**src/rtl/seq_ctrl.sv**
```systemverilog
// seq_ctrl: fetch/execute sequencer and program-counter owner for the
// 16-bit accumulator CPU. It fetches one word per instruction over a req/ack
// handshake and gives the datapath one commit strobe per instruction. It
// computes the next PC from jump/call/ret controls, the flags and a hardware
// return stack.
//
// Ports:
//   clk, rst_n         clock, synchronous active-low reset
//   imem_req/addr/ack  instruction fetch handshake (addr == pc)
//   ir_load            latch instruction register (req & ack)
//   exec_en            one-cycle commit strobe for datapath enables
//   stall              datapath not ready to commit
//   is_jump, call, ret, jump_cond, target
//                      decoded controls of the instruction in IR
//   zero, carry        registered accumulator flags
//   pc                 current program counter
//   halt               sticky fault halt
//   rs_err             [0] return-stack overflow, [1] underflow (sticky)
module seq_ctrl #(
    parameter int unsigned PC_W     = 10,
    parameter int unsigned RS_DEPTH = 8
) (
    input  logic            clk,
    input  logic            rst_n,
    output logic            imem_req,
    output logic [PC_W-1:0] imem_addr,
    input  logic            imem_ack,
    output logic            ir_load,
    output logic            exec_en,
    input  logic            stall,
    input  logic            is_jump,
    input  logic            call,
    input  logic            ret,
    input  logic [1:0]      jump_cond,
    input  logic [PC_W-1:0] target,
    input  logic            zero,
    input  logic            carry,
    output logic [PC_W-1:0] pc,
    output logic            halt,
    output logic [1:0]      rs_err
);

    localparam int unsigned CNT_W = $clog2(RS_DEPTH + 1);
    localparam int unsigned IDX_W = $clog2(RS_DEPTH);

    typedef enum logic [1:0] {
        S_FETCH = 2'd0,
        S_EXEC  = 2'd1,
        S_HALT  = 2'd2
    } state_e;

    state_e            state_q, state_d;
    logic [PC_W-1:0]   pc_q, pc_d;
    logic [CNT_W-1:0]  cnt_q, cnt_d;
    logic [1:0]        rs_err_q, rs_err_d;
    logic [PC_W-1:0]   rs_q [RS_DEPTH];

    logic              push;
    logic              taken;
    logic [PC_W-1:0]   pc_inc;
    logic [IDX_W-1:0]  top_idx;
    logic [IDX_W-1:0]  push_idx;

    assign pc_inc   = pc_q + PC_W'(1);
    assign top_idx  = IDX_W'(cnt_q - CNT_W'(1));
    assign push_idx = IDX_W'(cnt_q);

    // Branch condition, evaluated on the flags present in the commit cycle
    always_comb begin
        taken = 1'b0;
        case (jump_cond)
            2'b00:   taken = 1'b1;
            2'b01:   taken = zero;
            2'b10:   taken = ~zero;
            default: taken = carry;
        endcase
    end

    // Next-state, next-pc and handshake strobes
    always_comb begin
        state_d  = state_q;
        pc_d     = pc_q;
        cnt_d    = cnt_q;
        rs_err_d = rs_err_q;
        push     = 1'b0;
        imem_req = 1'b0;
        ir_load  = 1'b0;
        exec_en  = 1'b0;

        case (state_q)
            S_FETCH: begin
                imem_req = 1'b1;
                if (imem_ack) begin
                    ir_load = 1'b1;
                    state_d = S_EXEC;
                end
            end
            S_EXEC: begin
                if (!stall) begin
                    // A fault still commits datapath effects; only pc/stack hold
                    exec_en = 1'b1;
                    state_d = S_FETCH;
                    if (ret) begin
                        if (cnt_q == CNT_W'(0)) begin
                            rs_err_d[1] = 1'b1;
                            state_d     = S_HALT;
                        end else begin
                            pc_d  = rs_q[top_idx];
                            cnt_d = cnt_q - CNT_W'(1);
                        end
                    end else if (call) begin
                        if (cnt_q == CNT_W'(RS_DEPTH)) begin
                            rs_err_d[0] = 1'b1;
                            state_d     = S_HALT;
                        end else begin
                            push  = 1'b1;
                            pc_d  = target;
                            cnt_d = cnt_q + CNT_W'(1);
                        end
                    end else if (is_jump && taken) begin
                        pc_d = target;
                    end else begin
                        pc_d = pc_inc;
                    end
                end
            end
            default: begin
                state_d = S_HALT;
            end
        endcase
    end

    // Control state; stack contents are deliberately left out of reset
    always_ff @(posedge clk) begin
        if (!rst_n) begin
            state_q  <= S_FETCH;
            pc_q     <= '0;
            cnt_q    <= '0;
            rs_err_q <= '0;
        end else begin
            state_q  <= state_d;
            pc_q     <= pc_d;
            cnt_q    <= cnt_d;
            rs_err_q <= rs_err_d;
        end
    end

    // Return-stack storage; a reset cycle suppresses any pending push
    always_ff @(posedge clk) begin
        if (rst_n && push) begin
            rs_q[push_idx] <= pc_inc;
        end
    end

    assign imem_addr = pc_q;
    assign pc        = pc_q;
    assign halt      = (state_q == S_HALT);
    assign rs_err    = rs_err_q;

endmodule

```
**config.mk**
```make
export PLATFORM = sky130hd
export DESIGN_NAME = seq_ctrl
export DESIGN_NICKNAME = d
export VERILOG_FILES = /design/src/rtl/seq_ctrl.sv
export SDC_FILE = /design/constraint.sdc
export NUM_CORES = 1
export LEC_CHECK = 0
export BUFFER_PORTS_ARGS = -buffer_cell sky130_fd_sc_hd__buf_2
export CORE_ASPECT_RATIO = 1.4
export CORE_UTILIZATION = 63
export DETAILED_ROUTE_END_ITERATION = 10
export PLACE_DENSITY = 0.85
export SLEW_MARGIN = 5
export SYNTH_ARGS = -nofsm -noshare
export SYNTH_HDL_FRONTEND = slang
export SYNTH_SLANG_ARGS = --single-unit
```
**constraint.sdc**
```tcl
create_clock -name clk -period 8.4 [get_ports clk]
set_clock_uncertainty 0.1 [all_clocks]
set_input_delay 1.26 -clock clk [delete_from_list [all_inputs] [get_ports clk]]
set_output_delay 1.26 -clock clk [all_outputs]
set_load 0.02 [all_outputs]
```
# Yosys cells after proc, flatten, opt, wreduce, memory -nomap -nowiden
# Memory sizes are Yosys's and may differ from the RTL's.
# Index checks and enable logic that the tools add are counted.
[op_classes] n_addsub=3 multipliers=0 n_div=0 n_lt_le_gt_ge=0 eq_ne=10 shift=0 n_mux=29 n_bitwise=3 reduce_logical=11
[ops] op="10-bit two-way mux" n=5
[ops] op="4-bit two-way mux" n=4
[ops] op="1-bit two-way mux" n=12
[ops] op="2-bit two-way mux" n=6
[ops] op="10-bit by 1-bit adder with 10-bit output (second input constant)" n=1
[ops] op="5-bit AND reduction" n=2
[ops] op="2-bit != test (second input constant)" n=4
[ops] op="4-bit AND reduction" n=2
[ops] op="4-bit by 1-bit adder with 4-bit output (second input constant)" n=1
[ops] op="2-bit by 1-bit equality test with 1-bit output (second input constant)" n=2
[ops] op="2-bit equality test (second input constant)" n=2
[ops] op="4-bit equality test (second input constant)" n=1
[ops] op="2-bit logical NOT" n=2
[ops] op="4-bit logical NOT" n=1
[ops] op="2-bit case mux with 2 select lines" n=1
[ops] op="4-bit by 1-bit subtractor with 4-bit output (second input constant)" n=1
[ops] op="3-bit != test (second input constant)" n=1
[ops] op="1-bit inverter" n=3
[ops] op="1-bit case mux with 3 select lines" n=1
[ops] op="1-bit logical AND" n=2
[ops] op="2-bit AND reduction" n=1
[ops] op="2-bit nonzero test" n=1
[word_totals] register_bits=18 latchBits=0 ram_bits=80 romBits=0 inputBits=21 out_inout_bits=26 wordCells=62 memories=1
[memory_table] name="rs_q" words=8 word_bits=10 rd=1 rd_ports_with_merged_regs=0 wr=1 line="56" source="logic [PC_W-1:0] rs_q [RS_DEPTH];"

# Longest topological paths before layout
[logic_depth] word_depth=9 depth_mapped=9 ltp_nobuf=6

# Least setup slack after synthesis
# No wires, ideal clock.
[synth_timing] path_type="input port to flip-flop" start="input stall" end="memory rs_q[1][0], enable pin" setup_ns=0.390 arrival_ns=2.758 t_required_ns=7.910 setup_slack_ns=5.152 cell_stages=4 n_path_buf=0 path_cell_list="nor3b_4 -> and4_1 -> nand2_1 -> nor3_1"
[synth_via] elab_chain_cells=5
[synth_rtl] item="from (decl)" line="30" source="input logic stall,"
[synth_rtl] item="1-bit two-way mux" line="99" source="if (!stall) begin"
[synth_rtl] item="1-bit two-way mux" line="90" source="case (state_q)"
[synth_rtl] item="1-bit logical AND" line="150" source="if (rst_n && push) begin"
[synth_rtl] item="1-bit two-way mux" line="150"
[synth_rtl] item="1-bit two-way mux (not written as such)" line="151" source="rs_q[push_idx] <= pc_inc;"
[synth_rtl] item="to (decl)" line="56"
# No other way between the ends.

# Final worst setup path
[layout_timing] start="input stall" end="output exec_en"
[layout_via] elab_chain_cells=2
[layout_rtl] item="1-bit two-way mux" line="99"
[layout_rtl] item="1-bit two-way mux" line="90"
[layout_rtl] item="to (decl)" line="29" source="output logic exec_en,"
# No other way between the ends.

==> run summary <==
The full die area is 7430 µm², and the number of endpoints failing setup at the final stage is 0. The number of pins with negative max-slew slack in the final report was 0; the timing-limited maximum frequency was 301 MHz. For this design, the CTS-stage hold fixing added 0 buffers. The number of cells on the worst reg-to-reg path is 7. The run finished with clean final reports.

The timing endpoint of the critical path is exec_en. The worst setup path is captured at an output port. The critical path is of the in2out type. The synthesized netlist contains 56 unique library cells.

The worst-case IR drop observed on VDD is 150 µV. For the leakage power total, the log shows 1.73 nW. Data on the critical path arrives at its endpoint at 1.96 ns. The logs give 0 for the final hold violation count and 0 for the reported max-cap violation count.

The initial utilization of the core area, before any placement, comes to 66.6%. Pin placement for this block handled 47 I/O pins. The number of global-route vias before repair was 2,665; the number of antenna cells inserted was 0.

The final clock period utilization by the worst path was 39.5%. The run gives 744 µW as the cell-internal power. The data required time at the worst endpoint is 7.04 ns, and the total number of cells along the worst setup path is 3. The cell class contributing the biggest share of worst-path delay was buffers and inverters. After detailed routing, the average wire length per cell comes to 21.7 µm. The horizontal extent of the die is 73.1 µm. Of all nets on the critical path, the largest fanout is 8. For this block, the routed nets add up to 9640 µm of wire. The pin slew with the least headroom to its limit works out to 1.01 ns. The core region is 6700 µm². Fill cells in the final layout number 442. Setup repair after global routing left no endpoint under its margin. Walking the worst path, the cells encountered are buf_2 > nor3b_4 > buf_2. TritonCTS built the clock tree. The pre-antenna-repair detailed-routing pass consisted of 5 iterations. In this run the post-CTS setup repair buffer count came out at 0. The TritonCTS buffer count was 9. The number of synthesized register bits was 98.

The tools report the terminus of the critical flop-to-flop path as imem_addr[2]. Global routing used 28.1% of the available tracks across all layers. Of the total power, the share spent switching nets is 21.7%. In the routed layout, each cell is associated on average with a via count of 6.50.

Detailed placement finished with a half-perimeter wire length of 6760 µm. Share of cells above drive strength 1: 26.7%. Compared with the post-synthesis result, the final layout area differs by 9.95%. Yosys printed 0 warnings. The critical path's largest stage delay works out to 0.33 ns. The aggregate negative setup slack is 0 ns, and the clock sink count is 98.

The setup slack of the worst register-to-register path is 5.37 ns, and the vertical die dimension is 102 µm. The clock network accounts for 34.9% of the total power. The routed layout has 2,885 vias. In this run the remaining antenna-violating nets after routing total 0.

In this run the tightest slew margin relative to its limit is 32.2%. The number of nets in the synthesized netlist is 334. The placed instances occupy a cell area of 4690 µm². The tools report the sequential area share after synthesis as 61.9%. In the synthesized netlist the dominant register cell turns out to be edfxtp_1. In this run, the combinational gates consume 9.0% of the power. The number of antenna violations at the first check in global routing was 0; the net total in the final layout was 372. The congestion estimate from routability-driven global placement came to 0.847. The master of the slowest instance on the critical path was nor3b_4.

The floorplan row count was 35. After detailed routing, the number of remaining DRC violations is 0. The longest clock path from root to sink contains 2 buffers. The analysis attributes to net switching a power of 207 µW. The cell area after layout is 4910 µm², and the number of cells upsized or downsized after cts is 0. The tightest min-delay check is of the reg2reg type.

The first global-routing pass estimated 14,500 µm of wire. Dividing total power by cell area gives a power density of 194 nW/µm². The number of flops mapped to enable cells by yosys was 80. The critical path launch point type was an input port.

The buffers plus inverters on the worst setup path was 2; the remaining global-route overflow was 0. After synthesis, the share of flip-flops with an asynchronous set or reset is 0%. After technology mapping, the gate count stands at 309. The post-route minimum period works out to 3.32 ns. After clock tree synthesis, the clock-pin slew on the worst setup and hold paths is 0.09 ns. By instance count, the cell type seen most on the critical path is buf_2. The synthesized area per cell was 14.4 µm². In this run the critical register-to-register path is launched from cnt_q[0]. The maximum number of pins on one net before global-route repair is 28, and the netlist area before placement is 4460 µm². The cell at the root of the clock tree was clkbuf_8. The H-tree level count is 3, and the iteration-0 DRC count of the detailed router is 313.

Sequential cells account for 56.1% of the total power. For the worst-skew pair, the clock arrives at the later sink with an insertion delay of 0.35 ns. Buffers placed on the I/O ports in this run total 46.

The tools report the first element of the critical path as stall.
-- synthesized netlist by cell type, types with 2 or more instances --
cell type | number | area share, %
ha_1 | 4 | 1.1
nor2_1 | 12 | 1.0
and3_1 | 2 | 0.28
buf_4 | 12 | 2.0
or3_1 | 6 | 0.84
xnor2_1 | 4 | 0.78
o21a_1 | 3 | 0.50
buf_2 | 3 | 0.34
inv_1 | 10 | 0.84
o31ai_1 | 5 | 0.84
nand2_1 | 18 | 1.5
xor2_1 | 2 | 0.39
buf_6 | 2 | 0.50
mux2_2 | 3 | 0.76
or2_2 | 2 | 0.28
nor2b_1 | 2 | 0.28
a32o_1 | 3 | 0.67
mux2_4 | 2 | 0.67
nor3_1 | 15 | 1.7
a221o_1 | 2 | 0.45
edfxtp_1 | 80 | 54
nand2b_1 | 2 | 0.28
and4_1 | 2 | 0.39
mux2i_1 | 4 | 0.90
nand3_1 | 8 | 0.90
clkbuf_1 | 4 | 0.34
o211ai_1 | 3 | 0.50
a21oi_1 | 13 | 1.5
mux4_2 | 20 | 10
a31oi_1 | 4 | 0.56
or4_1 | 2 | 0.34
nand4_1 | 4 | 0.56
dfxtp_1 | 18 | 8.1
o21ai_0 | 9 | 1.0
nor4_1 | 3 | 0.42
-- metal layers --
metal | part of all wire (%) | vias to the layer above | GRT usage (%) | routed length [µm]
met1 | 38 | 1401 | 33.6 | 3630
met5 | 0 | - | 0 | 0
li1 | - | 1287 | - | -
met4 | 4.7 | 0 | 15.5 | 452
met2 | 51 | 168 | 47.3 | 4910
met3 | 6.7 | 29 | 5.57 | 650
-- cells in the final DEF, fill, tap and decap left out, types with 5 or more instances in the layout --
master / netlist / routed
dfxtp_1: 18 / 18
mux4_2: 20 / 20
edfxtp_1: 80 / 80
or3_1: 6 / 6
o31ai_1: 5 / 5
inv_1: 10 / 10
nor2_1: 12 / 12
nand3_1: 8 / 8
o21ai_0: 9 / 9
clkbuf_8: 0 / 11
nor3_1: 15 / 15
a21oi_1: 13 / 13
buf_2: 3 / 46
nand2_1: 18 / 18
-- registers in the layout, indices dropped and copies added, names as in the netlist --
name,count
rs_err,2
state_q,2
imem_addr,10
cnt_q,4
rs_q,80
-- cell families after synthesis --
group                    count (synthesis)  share of synthesized area [%]
AO/OA/AOI/OAI                           52                           8.04
multiplexers                            29                           12.4
AND/OR/NAND/NOR                         87                           10.9
adder cells (fa/ha/maj)                  4                           1.12
XOR/XNOR                                 7                           1.54
flip-flops                              98                           61.9
buffers and inverters                   32                           4.12
-- worst reg2reg max path, stage by stage (launching register included) --
cell	delay [ns]
dfxtp_1	0.31
buf_4	0.38
inv_1	0.19
ha_1	0.91
mux4_2	0.48
mux2_2	0.32
a21oi_1	0.16
a21oi_1	0.08
-- worst min path at each step --
stage / from / to / slack [ns] / depth (start not counted)
final: rs_err[1] / rs_err[1] / 0.38 / 1
after global routing: rs_err[1] / rs_err[1] / 0.42 / 1
after global placement: rs_err[1] / rs_err[1] / 0.34 / 1
after floorplan: cnt_q[3] / cnt_q[3] / 0.39 / 2
after detailed placement: rs_err[1] / rs_err[1] / 0.36 / 1
after CTS: rs_err[1] / rs_err[1] / 0.38 / 1
-- cell type report --
type	count	area [µm²]	share of cell area (%)
sequential	98	2760	56.3
tap	92	115	2.35
clock inverter	3	63.8	1.30
clock buffer	13	159	3.24
inverter	10	37.5	0.765
multi-input combinational	179	1520	30.9
timing repair buffer	49	253	5.15
-- per-stage QoR --
| step | instances | hold slack, ns | setup WS (ns) | power (mW) | utilization (%) |
|---|---|---|---|---|---|
| 2_1_floorplan | 309 | 0.386 | 5.15 | 0.604 | - |
| 3_3_place_gp | 428 | 0.342 | 5.10 | 0.625 | 69.9 |
| 3_5_place_dp | 428 | 0.357 | 5.03 | 0.628 | 69.9 |
| 4_1_cts | 444 | 0.379 | 5.08 | 0.956 | 73.3 |
| 5_1_grt | 444 | 0.415 | 5.05 | 0.979 | 73.3 |
| 6_report | 444 | 0.376 | 5.08 | 0.950 | 73.3 |
-- power groups by stage --
stage	combinational (mW)	clock (mW)	sequential [mW]
global route	0.0902	0.355	0.534
floorplan	0.0588	0	0.545
detailed placement	0.0837	0	0.544
global placement	0.0812	0	0.544
finish	0.0851	0.332	0.533
CTS	0.0842	0.338	0.533
No activity file was read; power rests on OpenSTA's default activity.
